--- config.mk ---
export PLATFORM = sky130hd
export DESIGN_NAME = team_09_wb_regs
export DESIGN_NICKNAME = d
export VERILOG_FILES = /design/src/rtl/team_09_wb_regs_pkg.sv /design/src/rtl/team_09_gpio_sync.sv /design/src/rtl/team_09_wb_regs.sv
export SDC_FILE = /design/constraint.sdc
export NUM_CORES = 1
export LEC_CHECK = 0
export ABC_AREA = 0
export BUFFER_PORTS_ARGS = -buffer_cell sky130_fd_sc_hd__clkbuf_2
export CORE_MARGIN = 8
export CORE_UTILIZATION = 27
export CTS_CLUSTER_SIZE = 40
export DETAILED_ROUTE_END_ITERATION = 16
export GPL_TIMING_DRIVEN = 0
export HOLD_SLACK_MARGIN = 0.1
export PLACE_DENSITY = 0.49
export SLEW_MARGIN = 5
export SYNTH_ARGS = -nofsm -noshare
export SYNTH_HDL_FRONTEND = slang
export SYNTH_SLANG_ARGS = --single-unit
--- constraint.sdc ---
create_clock -name clk_i -period 1.59 [get_ports clk_i]
set_input_delay 0.2385 -clock clk_i [delete_from_list [all_inputs] [get_ports clk_i]]
set_output_delay 0.2385 -clock clk_i [all_outputs]
set_load 0.01 [all_outputs]
--- src/rtl/team_09_wb_regs_pkg.sv ---
// Shared register offsets, bus FSM state type and byte-lane helpers
// for the team_09 Wishbone register block.
package team_09_wb_regs_pkg;

  localparam logic [7:0] CTRL_OFS     = 8'h00;
  localparam logic [7:0] OUT_LO_OFS   = 8'h04;
  localparam logic [7:0] OUT_HI_OFS   = 8'h08;
  localparam logic [7:0] OEB_LO_OFS   = 8'h0C;
  localparam logic [7:0] OEB_HI_OFS   = 8'h10;
  localparam logic [7:0] IN_LO_OFS    = 8'h14;
  localparam logic [7:0] IN_HI_OFS    = 8'h18;
  localparam logic [7:0] IRQ_EN_OFS   = 8'h1C;
  localparam logic [7:0] IRQ_PEND_OFS = 8'h20;

  typedef enum logic {IDLE, ACK} wb_state_t;

  function automatic logic [31:0] byte_mask(input logic [3:0] sel);
    return {{8{sel[3]}}, {8{sel[2]}}, {8{sel[1]}}, {8{sel[0]}}};
  endfunction

  function automatic logic [31:0] apply_sel(input logic [31:0] old_val,
                                            input logic [31:0] new_val,
                                            input logic [3:0]  sel);
    logic [31:0] m;
    m = byte_mask(sel);
    return (old_val & ~m) | (new_val & m);
  endfunction

endpackage

--- src/rtl/team_09_gpio_sync.sv ---
// Multi-stage synchronizer for asynchronous pad inputs, plus a one-cycle
// history register so rising edges of the synced value can be flagged.
module team_09_gpio_sync #(
  parameter int WIDTH  = 34,
  parameter int STAGES = 2
) (
  input  logic             clk_i,
  input  logic             rst_i,
  input  logic [WIDTH-1:0] din,
  output logic [WIDTH-1:0] synced,
  output logic [WIDTH-1:0] rise
);

  logic [WIDTH-1:0] chain [STAGES];
  logic [WIDTH-1:0] prev;

  always_ff @(posedge clk_i) begin
    if (rst_i) begin
      for (int i = 0; i < STAGES; i++) chain[i] <= '0;
      prev <= '0;
    end else begin
      chain[0] <= din;
      for (int i = 1; i < STAGES; i++) chain[i] <= chain[i-1];
      prev <= chain[STAGES-1];
    end
  end

  assign synced = chain[STAGES-1];
  assign rise   = synced & ~prev;

endmodule

--- src/rtl/team_09_wb_regs.sv ---
// Wishbone-classic slave exposing core enable, GPIO out/oeb/in and
// edge-triggered GPIO interrupt pending/enable registers.
//
// state | meaning
// IDLE  | waiting for cyc_i&stb_i; the access is performed on the sampling edge
// ACK   | ack_o high for this single cycle, then back to IDLE
module team_09_wb_regs
  import team_09_wb_regs_pkg::*;
#(
  parameter int NUM_GPIO    = 34,
  parameter int SYNC_STAGES = 2
) (
  input  logic                clk_i,
  input  logic                rst_i,
  input  logic [31:0]         adr_i,
  input  logic [31:0]         dat_i,
  input  logic [3:0]          sel_i,
  input  logic                we_i,
  input  logic                cyc_i,
  input  logic                stb_i,
  output logic                ack_o,
  output logic [31:0]         dat_o,
  input  logic [NUM_GPIO-1:0] gpio_in,
  output logic [NUM_GPIO-1:0] gpio_out,
  output logic [NUM_GPIO-1:0] gpio_oeb,
  output logic                core_en_o,
  output logic                irq_o
);

  localparam int HI_W = NUM_GPIO - 32;

  wb_state_t state, state_nxt;
  logic access, wr, rd;
  logic [7:0] ofs;
  logic [31:0] lane_mask, rd_data, pend_clr;
  logic [31:0] irq_en, irq_pend;
  logic [NUM_GPIO-1:0] gpio_synced, gpio_rise;
  logic unused_bits;

  assign ofs       = {adr_i[7:2], 2'b00};
  assign lane_mask = byte_mask(sel_i);
  assign wr        = access & we_i;
  assign rd        = access & ~we_i;
  assign ack_o     = (state == ACK);
  assign unused_bits = ^{adr_i[31:8], adr_i[1:0], gpio_rise[NUM_GPIO-1:32]};

  team_09_gpio_sync #(.WIDTH(NUM_GPIO), .STAGES(SYNC_STAGES)) u_sync (
    .clk_i  (clk_i),
    .rst_i  (rst_i),
    .din    (gpio_in),
    .synced (gpio_synced),
    .rise   (gpio_rise)
  );

  always_ff @(posedge clk_i) begin
    if (rst_i) state <= IDLE;
    else       state <= state_nxt;
  end

  always_comb begin
    state_nxt = state;
    access    = 1'b0;
    case (state)
      IDLE: if (cyc_i && stb_i) begin
        access    = 1'b1;
        state_nxt = ACK;
      end
      ACK: state_nxt = IDLE;
    endcase
  end

  always_comb begin
    rd_data = '0;
    case (ofs)
      CTRL_OFS:     rd_data[0] = core_en_o;
      OUT_LO_OFS:   rd_data = gpio_out[31:0];
      OUT_HI_OFS:   rd_data[HI_W-1:0] = gpio_out[NUM_GPIO-1:32];
      OEB_LO_OFS:   rd_data = gpio_oeb[31:0];
      OEB_HI_OFS:   rd_data[HI_W-1:0] = gpio_oeb[NUM_GPIO-1:32];
      IN_LO_OFS:    rd_data = gpio_synced[31:0];
      IN_HI_OFS:    rd_data[HI_W-1:0] = gpio_synced[NUM_GPIO-1:32];
      IRQ_EN_OFS:   rd_data = irq_en;
      IRQ_PEND_OFS: rd_data = irq_pend;
      default: ;
    endcase
  end

  assign pend_clr = (wr && ofs == IRQ_PEND_OFS) ? (dat_i & lane_mask) : '0;

  always_ff @(posedge clk_i) begin
    if (rst_i) begin
      core_en_o <= 1'b0;
      gpio_out  <= '0;
      gpio_oeb  <= '1;
      irq_en    <= '0;
      irq_pend  <= '0;
      irq_o     <= 1'b0;
      dat_o     <= '0;
    end else begin
      if (wr) begin
        case (ofs)
          CTRL_OFS:   if (sel_i[0]) core_en_o <= dat_i[0];
          OUT_LO_OFS: gpio_out[31:0] <= apply_sel(gpio_out[31:0], dat_i, sel_i);
          OUT_HI_OFS: gpio_out[NUM_GPIO-1:32] <= (gpio_out[NUM_GPIO-1:32] & ~lane_mask[HI_W-1:0])
                                                | (dat_i[HI_W-1:0] & lane_mask[HI_W-1:0]);
          OEB_LO_OFS: gpio_oeb[31:0] <= apply_sel(gpio_oeb[31:0], dat_i, sel_i);
          OEB_HI_OFS: gpio_oeb[NUM_GPIO-1:32] <= (gpio_oeb[NUM_GPIO-1:32] & ~lane_mask[HI_W-1:0])
                                                | (dat_i[HI_W-1:0] & lane_mask[HI_W-1:0]);
          IRQ_EN_OFS: irq_en <= apply_sel(irq_en, dat_i, sel_i);
          default: ;
        endcase
      end
      // A new edge overrides a same-cycle write-1-clear on that bit.
      irq_pend <= (irq_pend & ~pend_clr) | gpio_rise[31:0];
      irq_o    <= |(irq_pend & irq_en);
      if (rd) dat_o <= rd_data;
    end
  end

endmodule

=== Word level (Yosys, flattened, before mapping) ===
Memories as Yosys holds them, arrays and structs flattened.
Index checks and enable logic that the tools add are counted.

* Register bits: 199
* RAM bits: 68
* Input port bits: 107
* Output and inout port bits: 103
* Word-level logic and storage cells: 68
* Memories: 1

{| class="wikitable"
|+ Memories
! name !! words !! bits a word !! rd ports !! clocked after memory_dff !! write ports !! RTL line !! text
|-
| u_sync.chain || 2 || 34 || 2 || 0 || 2 || team_09_gpio_sync.sv:14 || <nowiki>logic [WIDTH-1:0] chain [STAGES];</nowiki>
|}

* Equality and inequality tests: 8
* Mux-type cells: 12
* Bitwise operators: 26
* Reduce and logical (&&, ||, !) cells: 10

{| class="wikitable"
|+ Operator list
! kind !! number
|-
| 32-bit AND || 7
|-
| 30-bit one-hot mux with 5 select lines || 1
|-
| 32-bit bitwise OR || 4
|-
| 32-bit inverter || 3
|-
| 34-bit two-way mux || 2
|-
| 32-bit two-way mux || 1
|-
| 32-bit OR reduction || 1
|-
| 6-bit by 3-bit == test with 1-bit output (second input constant) || 4
|-
| 6-bit by 2-bit == test with 1-bit output (second input constant) || 2
|-
| 2-bit AND reduction || 5
|-
| 1-bit one-hot mux with 9 select lines || 1
|-
| 8-bit logical NOT || 1
|-
| 1-bit one-hot mux with 8 select lines || 1
|-
| 2-bit AND || 3
|-
| 6-bit by 1-bit == test with 1-bit output (second input constant) || 1
|-
| 6-bit by 4-bit == test with 1-bit output (second input constant) || 1
|-
| 1-bit two-way mux || 5
|-
| 2-bit bitwise OR || 2
|-
| 3-bit AND reduction || 1
|-
| 1-bit AND || 2
|-
| 1-bit logical AND || 2
|-
| 1-bit inverter || 2
|-
| 2-bit inverter || 1
|-
| 1-bit bitwise OR || 2
|-
| 1-bit one-hot mux with 2 select lines || 1
|}

=== Longest topological paths before layout ===
Gate-level depths: netlist (run 1).

* Word-level depth: 9
* Gate-level depth with buffers: 7
* Mapped depth without buffers: 4

=== Modules after synthesis ===
Synthesis (run 1) repeated with hierarchy kept, for this count alone.

* Cells, all modules: 1038
* Area total of the unflattened synthesis: 10236.1 um2

{| class="wikitable"
|+ Modules (own cells, without submodules)
! module !! times used !! cells each !! area each (um2) !! seq. area each (um2)
|-
| team_09_wb_regs || 1 || 755 || 7026.7 || 3343.2
|-
| team_09_gpio_sync || 1 || 283 || 3209.3 || 2042.0
|}

=== Worst setup path after synthesis (run 1) ===
Ideal clock, no wire load.

* Path kind: flip-flop to flip-flop
* From: register state, in the netlist ack_o
* To: register with a tool-made name
* Setup time: 128 ps
* Arrival time: 1522 ps
* Data required time: 1462 ps
* Path slack: -60 ps
* Cell stages (with the launch flop): 7
* Path buffers: 2
* Period minus slack after synthesis: 1650 ps
* Cells stage by stage: dfxtp_1 and4b_1 buf_2 buf_4 nand4_2 mux2i_1 nor2_1

{| class="wikitable"
|+ RTL lines
! item !! RTL line !! text
|-
| start, declared || team_09_wb_regs.sv:32 || <nowiki>wb_state_t state, state_nxt;</nowiki>
|-
| start signal, assigned || team_09_wb_regs.sv:57 || <nowiki>else state <= state_nxt;</nowiki>
|}

==> results.sh, run 1 <==
export IMPL_viasPerCell=4.88
export IMPL_synth_seq_cells=267
export IMPL_clk_latency_ns=0.55
export IMPL_port_buffer_count=182
export IMPL_yosysUniqueCellTypes=39
export IMPL_mostFrequentLayoutCells="dfxtp_1, clkbuf_2, nor2b_1"
export IMPL_status="finished, violations left"
export IMPL_dpl_cell_area_um2=11300
export IMPL_hold_viol_final=0
export IMPL_vias=8618
export IMPL_n_fill_cell=3729
export IMPL_drtPass1Iterations=6
export IMPL_gr_total_overflow=0
export IMPL_multiInputGateArea_um2=4330
export IMPL_fin_tns_setup_ns=-5.48
export IMPL_yosysTopAreaCell="dfxtp_1"
export IMPL_hp_class="in2reg"
export IMPL_antenna_found_initial=2
export IMPL_violations="negative setup slack"
export IMPL_final_nets=1378
export IMPL_syn_to_final_growth_pct=40.2
export IMPL_critPathKind="reg2reg"
export IMPL_regArea_um2=5350
export IMPL_reg2regPathDepth=7
export IMPL_hold_path_depth=4
export IMPL_post_dp_hpwl_mm=27.8
export IMPL_finalCritPeriodShare=1.08
export IMPL_design_area_um2=13800
export IMPL_max_freq_mhz=585
export IMPL_syn_area_per_cell_um2=10.2
export IMPL_drive_above_1_share=0.290
export IMPL_synthTopCellsByArea="dfxtp_1, mux2i_1, nor2b_1"
export IMPL_row_count=70
export IMPL_wl_mm=37.8
export IMPL_p_leak_nw=6.15
export IMPL_critPathArrivalTime_ns=2.11
export IMPL_coreArea_um2=36300
export IMPL_gp_congestion=0.834
export IMPL_synth_area_um2=9830
export IMPL_die_area_um2=42800
export IMPL_yosysSeqAreaShare=0.544
export IMPL_drc=0
export IMPL_cts_buffers=31
export IMPL_setup_viol=106
export IMPL_io_pins=210
export IMPL_final_core_util=0.380
export IMPL_yosys_warnings=0
export IMPL_fin_worst_skew_ns=0.0114
export IMPL_min_period_ns=1.71
export IMPL_grt_start_max_net_pins=15
export IMPL_syn_nets=1072
export IMPL_syn_inst=965
export IMPL_tightest_slew_ns=0.886
export IMPL_drv_slew=0
export IMPL_ant_nets=0
export IMPL_end_kind="register"
export IMPL_clockRootBuffer="clkbuf_16"
export IMPL_tritoncts="yes"
export IMPL_instances_no_fill=1765
export IMPL_peakVddDrop_mv=0.727
export IMPL_first_iter_violations=614
export IMPL_maxCapViolCount=0
export IMPL_dp_cells=1615
export IMPL_yosys_area_top_type_share=0.544
export IMPL_rsz0062_at_grt="true"
export IMPL_initial_core_util=0.271
export IMPL_final_common_cell="dfxtp_1"
export IMPL_grt_pass1_vias=8519
export IMPL_crit_path_start_kind="register"
export IMPL_ctsLongestPathBuffers=3
export IMPL_required_ns=1.99
export IMPL_die_w_um=207
export IMPL_whs_ns=0.206
export IMPL_clk_pin_slew_worst_paths_ns=0.06
export IMPL_fin_ws_ns=-0.120
export IMPL_die_h_um=207
export IMPL_avgRoutedWirePerCell_um=21.4
export IMPL_grt_first_pass_wirelength_mm=55.1
export IMPL_cts_sink_count=267
export IMPL_pwr_density_cell_nw_per_um2=1100
export IMPL_max_slew_margin_rel=0.410
export IMPL_crit_fanout=10
export IMPL_h_tree_depth=1
export IMPL_track_usage=0.172
## cell usage after synthesis (all sizes together)
library cell	count
dfxtp	267
nor2b	102
nor2	70
mux2i	69
o21ai	64
a21oi	63
clkbuf	40
nand2	34
o211ai	34
inv	33
a221oi	32
nand2b	32
a222oi	30
buf	27
nand4	23
a22oi	18
and2	8
nor4	4
nor3	2
nor4bb	2
a31oi	1
a32oi	1
and4b	1
mux2	1
mux4	1
nand4bb	1
nor3b	1
nor4b	1
o2bb2ai	1
o31a	1
or2	1
## worst max-delay path, stage by stage, from the launching register on
cell	delay [ns]
dfxtp_2	0.34
and4b_2	0.35
buf_12	0.16
buf_12	0.10
nand4_1	0.19
clkbuf_8	0.26
nand2_1	0.07
o211ai_1	0.08
## per-layer routing
layer  vias to the layer above  GRT usage  wire [µm]
met5                         -          0          0
met4                         0     0.0401        751
met3                        51     0.0429       3010
met2                       332      0.281      17200
met1                      4138      0.226      16800
li1                       4097          -          -
## kinds of logic (layout without fill, tap and decap cells)
family                 Yosys count  in the layout  synth area share
AO/OA/AOI/OAI                  245            245             0.168
buffers and inverters          100            430            0.0496
flip-flops                     267            267             0.544
multiplexers                    71             71            0.0737
other                            0              2                 0
AND/OR/NAND/NOR                282            282             0.165
## worst paths after layout
check	startpoint	to	slack (ns)
worst min register to register	u_sync.chain[0][29]$_SDFF_PP0_	u_sync.chain[0][63]$_SDFF_PP0_	0.43
worst max-delay path	ack_o$_SDFF_PP0_	register	-0.12
worst max register to register	ack_o$_SDFF_PP0_	register	-0.12
worst min-delay path	sel_i[2]	register	0.21
## metrics by stage
step	worst slack [ns]	power, mW
after floorplan	-0.0595	7.48
after global routing	-0.157	15.8
after CTS	-0.0765	15.3
final	-0.120	15.2
after global placement	-0.756	7.90
after detailed placement	-0.723	7.91
## final cells by class
| class | instances | area share |
|---|---|---|
| tap | 468 | 0.0425 |
| clock inverter | 10 | 0.00799 |
| clock buffer | 47 | 0.0679 |
| timing repair buffer | 273 | 0.138 |
| inverter | 33 | 0.00899 |
| buffer | 67 | 0.0323 |
| sequential | 267 | 0.388 |
| multi-input combinational | 598 | 0.314 |
| antenna | 2 | 0.000363 |
## where the power goes
part | switching (mW) | internal [mW] | total (mW) | leakage [nW]
combinational | 0.552 | 0.437 | 0.989 | 3.45
sequential | 0.130 | 6.88 | 7.01 | 2.18
clock | 2.84 | 4.37 | 7.21 | 0.518
## repair_timing
| action | CTS | global route |
|---|---|---|
| hold buffers | 68 | 0 |
| pin swaps | 14 | 9 |
| endpoints found under the hold margin | 157 | 0 |
| buffers inserted | 15 | 7 |
| cloned | 0 | 1 |
| resized for setup | 88 | 60 |
| setup endpoints to repair | 164 | 141 |
No activity file was read; power rests on OpenSTA's default activity.
==> run 2: changes to the inputs <==
- PLACE_DENSITY: 0.49 -> 0.47
- RECOVER_POWER: not set -> 100
- clock period: 1.59 -> 2.2 ns (I/O delays scaled with it)
==> run 2 against run 1 <==
  * The flow now finishes without violations
  * Cell count down 1.2%
  * Largest cell class unchanged
  * First-iteration DRC count up 22%
  * Critical path depth down 1
  * Sequential cell count unchanged
  * Total power down 30%
  * Core utilization down 2.4 points
  * Wire length down 1.2%
==> results.sh, run 2 (synthesis results as in run 1) <==
export IMPL_status="finished clean"
export IMPL_clk_latency_ns=0.54
export IMPL_avgRoutedWirePerCell_um=21.4
export IMPL_finalCritPeriodShare=0.931
export IMPL_grt_first_pass_wirelength_mm=54.5
export IMPL_drc=0
export IMPL_cts_sink_count=267
export IMPL_required_ns=2.59
export IMPL_port_buffer_count=182
export IMPL_grt_pass1_vias=8413
export IMPL_final_common_cell="dfxtp_1"
export IMPL_hp_class="in2reg"
export IMPL_critPathKind="reg2reg"
export IMPL_coreArea_um2=36300
export IMPL_track_usage=0.170
export IMPL_drive_above_1_share=0.142
export IMPL_maxCapViolCount=0
export IMPL_row_count=70
export IMPL_peakVddDrop_mv=0.526
export IMPL_ctsLongestPathBuffers=3
export IMPL_syn_to_final_growth_pct=31.1
export IMPL_vias=8404
export IMPL_clk_pin_slew_worst_paths_ns=0.06
export IMPL_ant_nets=0
export IMPL_instances_no_fill=1743
export IMPL_wl_mm=37.3
export IMPL_antenna_found_initial=3
export IMPL_grt_use_met3=0.0428
export IMPL_top_usage_layer="met2"
export IMPL_mostFrequentLayoutCells="dfxtp_1, clkbuf_1, nor2b_1"
export IMPL_io_pins=210
export IMPL_final_nets=1359
export IMPL_max_freq_mhz=488
export IMPL_dp_cells=1615
export IMPL_tightest_slew_ns=0.875
export IMPL_design_area_um2=12900
export IMPL_hold_viol_final=0
export IMPL_die_area_um2=42800
export IMPL_max_slew_margin_rel=0.417
export IMPL_min_period_ns=2.05
export IMPL_finalPower_mw=10.6
export IMPL_cts_buffers=30
export IMPL_post_dp_hpwl_mm=28.0
export IMPL_h_tree_depth=1
export IMPL_grt_use_met2=0.272
export IMPL_drtPass1Iterations=7
export IMPL_die_w_um=207
export IMPL_initial_core_util=0.271
export IMPL_met1_usage=0.226
export IMPL_setup_viol=0
export IMPL_dpl_cell_area_um2=11300
export IMPL_rsz0062_at_grt="false"
export IMPL_crit_path_start_kind="register"
export IMPL_n_fill_cell=3827
export IMPL_grt_start_max_net_pins=15
export IMPL_die_h_um=207
export IMPL_gp_congestion=0.812
export IMPL_end_kind="register"
export IMPL_crit_fanout=10
export IMPL_first_iter_violations=749
export IMPL_fin_worst_skew_ns=0.0101
export IMPL_gr_total_overflow=0
export IMPL_p_leak_nw=5.55
export IMPL_drv_slew=0
export IMPL_clockRootBuffer="clkbuf_16"
export IMPL_viasPerCell=4.82
export IMPL_critPathArrivalTime_ns=2.44
export IMPL_pwr_density_cell_nw_per_um2=820
export IMPL_tritoncts="yes"
[run 2: area by class of cell]
cell class | count | area (µm²) | share of cell area
clock buffer | 41 | 873 | 0.0677
antenna | 3 | 7.51 | 0.000582
inverter | 33 | 124 | 0.00961
clock inverter | 11 | 88.8 | 0.00689
tap | 468 | 586 | 0.0454
multi-input combinational | 598 | 4020 | 0.312
buffer | 67 | 364 | 0.0282
sequential | 267 | 5350 | 0.415
timing repair buffer | 255 | 1490 | 0.115
[run 2: final timing paths]
check,start,endpoint,slack [ns],depth (start not counted)
min,dat_i[4],register,0.12,3
max,ack_o$_SDFF_PP0_,register,0.15,6
max reg2reg,ack_o$_SDFF_PP0_,register,0.15,6
min reg2reg,u_sync.chain[0][31]$_SDFF_PP0_,u_sync.chain[0][65]$_SDFF_PP0_,0.43,1
[run 2: per-stage QoR]
| stage | setup slack [ns] | utilization | setup TNS, ns | hold WS (ns) |
|---|---|---|---|---|
| final | 0.152 | 0.356 | 0 | 0.118 |
| after global routing | 0.0433 | 0.356 | 0 | 0.108 |
| after detailed placement | -0.310 | 0.312 | -20.48 | 0.422 |
| after floorplan | 0.535 | - | 0 | 0.414 |
| after global placement | -0.318 | 0.312 | -19.50 | 0.423 |
| after CTS | 0.00952 | 0.357 | 0 | 0.108 |
[run 2: repair_timing]
| item | CTS | global route |
|---|---|---|
| hold endpoints to repair | 99 | 0 |
| gates resized for setup | 0 | 4 |
| buffers inserted | 0 | 7 |
| endpoints found under the setup margin | 0 | 79 |
| hold buffers | 66 | 0 |
[run 2: per-layer routing]
layer | vias to the layer above | part of all wire | routed length (µm)
met5 | - | 0 | 0
met4 | 0 | 0.021 | 789
met3 | 53 | 0.081 | 3020
met2 | 268 | 0.45 | 16700
met1 | 4042 | 0.45 | 16800
li1 | 4041 | - | -
[run 2: where the power goes]
group	internal (mW)	leakage (nW)	switching, mW
Combinational	0.272	2.89	0.371
Clock	2.87	0.476	2.00
Sequential	4.97	2.18	0.0862
Total	8.11	5.55	2.46
[run 2: worst max-delay path: stages, from the launching register on]
cell      delay, ns
dfxtp_1        0.35
and4b_1        0.34
buf_2          0.29
nand4_1        0.41
buf_2          0.34
nand2_1        0.09
o211ai_1       0.08
==> run 3: changes to the inputs <==
- CELL_PAD_IN_SITES_DETAIL_PLACEMENT: not set -> 1
- CELL_PAD_IN_SITES_GLOBAL_PLACEMENT: not set -> 1
- PLACE_DENSITY: 0.47 -> 0.57
==> run 3 against run 2 <==
  * Hold slack got worse by 0.012 ns
  * Total power rose by 4.9%
  * Sequential power barely moved
  * Largest cell class unchanged
==> results.sh, run 3 (synthesis results as in run 1) <==
export IMPL_rsz0062_at_grt="true"
export IMPL_clockRootBuffer="clkbuf_16"
export IMPL_end_kind="register"
export IMPL_ctsLongestPathBuffers=3
export IMPL_tightest_slew_ns=0.776
export IMPL_coreArea_um2=36300
export IMPL_port_buffer_count=182
export IMPL_syn_to_final_growth_pct=32.4
export IMPL_first_iter_violations=568
export IMPL_die_area_um2=42800
export IMPL_gp_congestion=0.806
export IMPL_fin_worst_skew_ns=0.0101
export IMPL_design_area_um2=13000
export IMPL_tritoncts="yes"
export IMPL_cts_sink_count=267
export IMPL_final_nets=1360
export IMPL_max_freq_mhz=471
export IMPL_cts_buffers=30
export IMPL_drc=0
export IMPL_drive_above_1_share=0.146
export IMPL_avgRoutedWirePerCell_um=22.2
export IMPL_r2r_slack_ns=0.08
export IMPL_finalCritPeriodShare=0.965
export IMPL_die_h_um=207
export IMPL_drv_slew=0
export IMPL_hp_class="in2reg"
export IMPL_h_tree_depth=1
export IMPL_grt_start_max_net_pins=15
export IMPL_p_leak_nw=5.64
export IMPL_max_slew_margin_rel=0.482
export IMPL_crit_path_start_kind="register"
export IMPL_track_usage=0.179
export IMPL_fin_tns_setup_ns=0
export IMPL_gr_total_overflow=0
export IMPL_min_period_ns=2.12
export IMPL_ant_nets=0
export IMPL_wl_mm=38.9
export IMPL_setup_viol=0
export IMPL_pwr_density_cell_nw_per_um2=852
export IMPL_vias=8534
export IMPL_io_pins=210
export IMPL_final_common_cell="dfxtp_1"
export IMPL_die_w_um=207
export IMPL_dpl_cell_area_um2=11300
export IMPL_status="finished clean"
export IMPL_hold_viol_final=0
export IMPL_critPathKind="reg2reg"
export IMPL_antenna_found_initial=4
export IMPL_row_count=70
export IMPL_grt_pass1_vias=8976
export IMPL_n_fill_cell=4227
export IMPL_grt_first_pass_wirelength_mm=57.3
export IMPL_viasPerCell=4.88
export IMPL_peakVddDrop_mv=0.590
export IMPL_post_dp_hpwl_mm=28.8
export IMPL_critPathArrivalTime_ns=2.54
export IMPL_clk_pin_slew_worst_paths_ns=0.06
export IMPL_drtPass1Iterations=8
export IMPL_reg2regPathDepth=6
export IMPL_maxCapViolCount=0
export IMPL_hold_path_depth=3
export IMPL_crit_fanout=10
export IMPL_required_ns=2.62
export IMPL_clk_latency_ns=0.55
export IMPL_mostFrequentLayoutCells="dfxtp_1, clkbuf_1, nor2b_1"
export IMPL_initial_core_util=0.271
[run 3: cell types whose count changed in the layout (fill, tap and decap cells not counted), moves of 2 or more]
cell	delta
nand4_1	-2
nand4_2	+4
bufinv_16	+4
nand4_4	-2
buf_4	+3
[run 3: worst max-delay path, cell delays in order (launching register included)]
cell and delay [ns]:
dfxtp_1 0.35, and4b_1 0.30, buf_2 0.29, buf_4 0.26, nand4_2 0.42, mux2i_1 0.30, nor2_1 0.05
[run 3: final timing paths]
| kind | to | from |
|---|---|---|
| max | register | ack_o$_SDFF_PP0_ |
| min | register | dat_i[0] |
| max reg2reg | register | ack_o$_SDFF_PP0_ |
| min reg2reg | u_sync.chain[0][56]$_SDFF_PP0_ | u_sync.chain[0][22]$_SDFF_PP0_ |
[run 3: routing by layer]
metal,part of all wire,track usage,up-vias
li1,-,-,4041
met1,0.45,0.233,4178
met2,0.45,0.290,246
met3,0.072,0.0431,65
met4,0.027,0.0533,4
met5,0.00069,0,-
[run 3: timing repair]
action | in CTS | in global routing
endpoints found under the hold margin | 106 | 1
hold buffers | 66 | 1
gates resized for setup | 0 | 2
pin swaps | 2 | 3
setup endpoints to repair | 10 | 72
buffers inserted | 1 | 6
[run 3: through the flow]
step	power [mW]	cells	utilization	setup WS, ns	hold WS, ns
2_1_floorplan	5.41	965	-	0.535	0.414
3_3_place_gp	5.72	1615	0.312	-0.179	0.419
3_5_place_dp	5.73	1615	0.312	-0.262	0.424
4_1_cts	11.2	1738	0.360	-0.00470	0.100
5_1_grt	11.5	1747	0.359	-0.0537	0.124
6_report	11.1	1747	0.359	0.0759	0.106
[run 3: power breakdown]
| group | internal (mW) | leakage (nW) | total, mW | switching (mW) |
|---|---|---|---|---|
| Sequential | 4.97 | 2.18 | 5.06 | 0.0889 |
| Clock | 3.32 | 0.522 | 5.38 | 2.06 |
| Combinational | 0.273 | 2.94 | 0.645 | 0.372 |
| Total | 8.56 | 5.64 | 11.1 | 2.52 |
[run 3: layout make-up]
class,instances,area (µm²),share of cell area
antenna,2,5.00,0.000385
buffer,67,364,0.0280
clock buffer,41,863,0.0663
clock inverter,15,208,0.0160
inverter,33,124,0.00952
multi-input combinational,598,4010,0.308
sequential,267,5350,0.411
tap,468,586,0.0450
timing repair buffer,256,1510,0.116
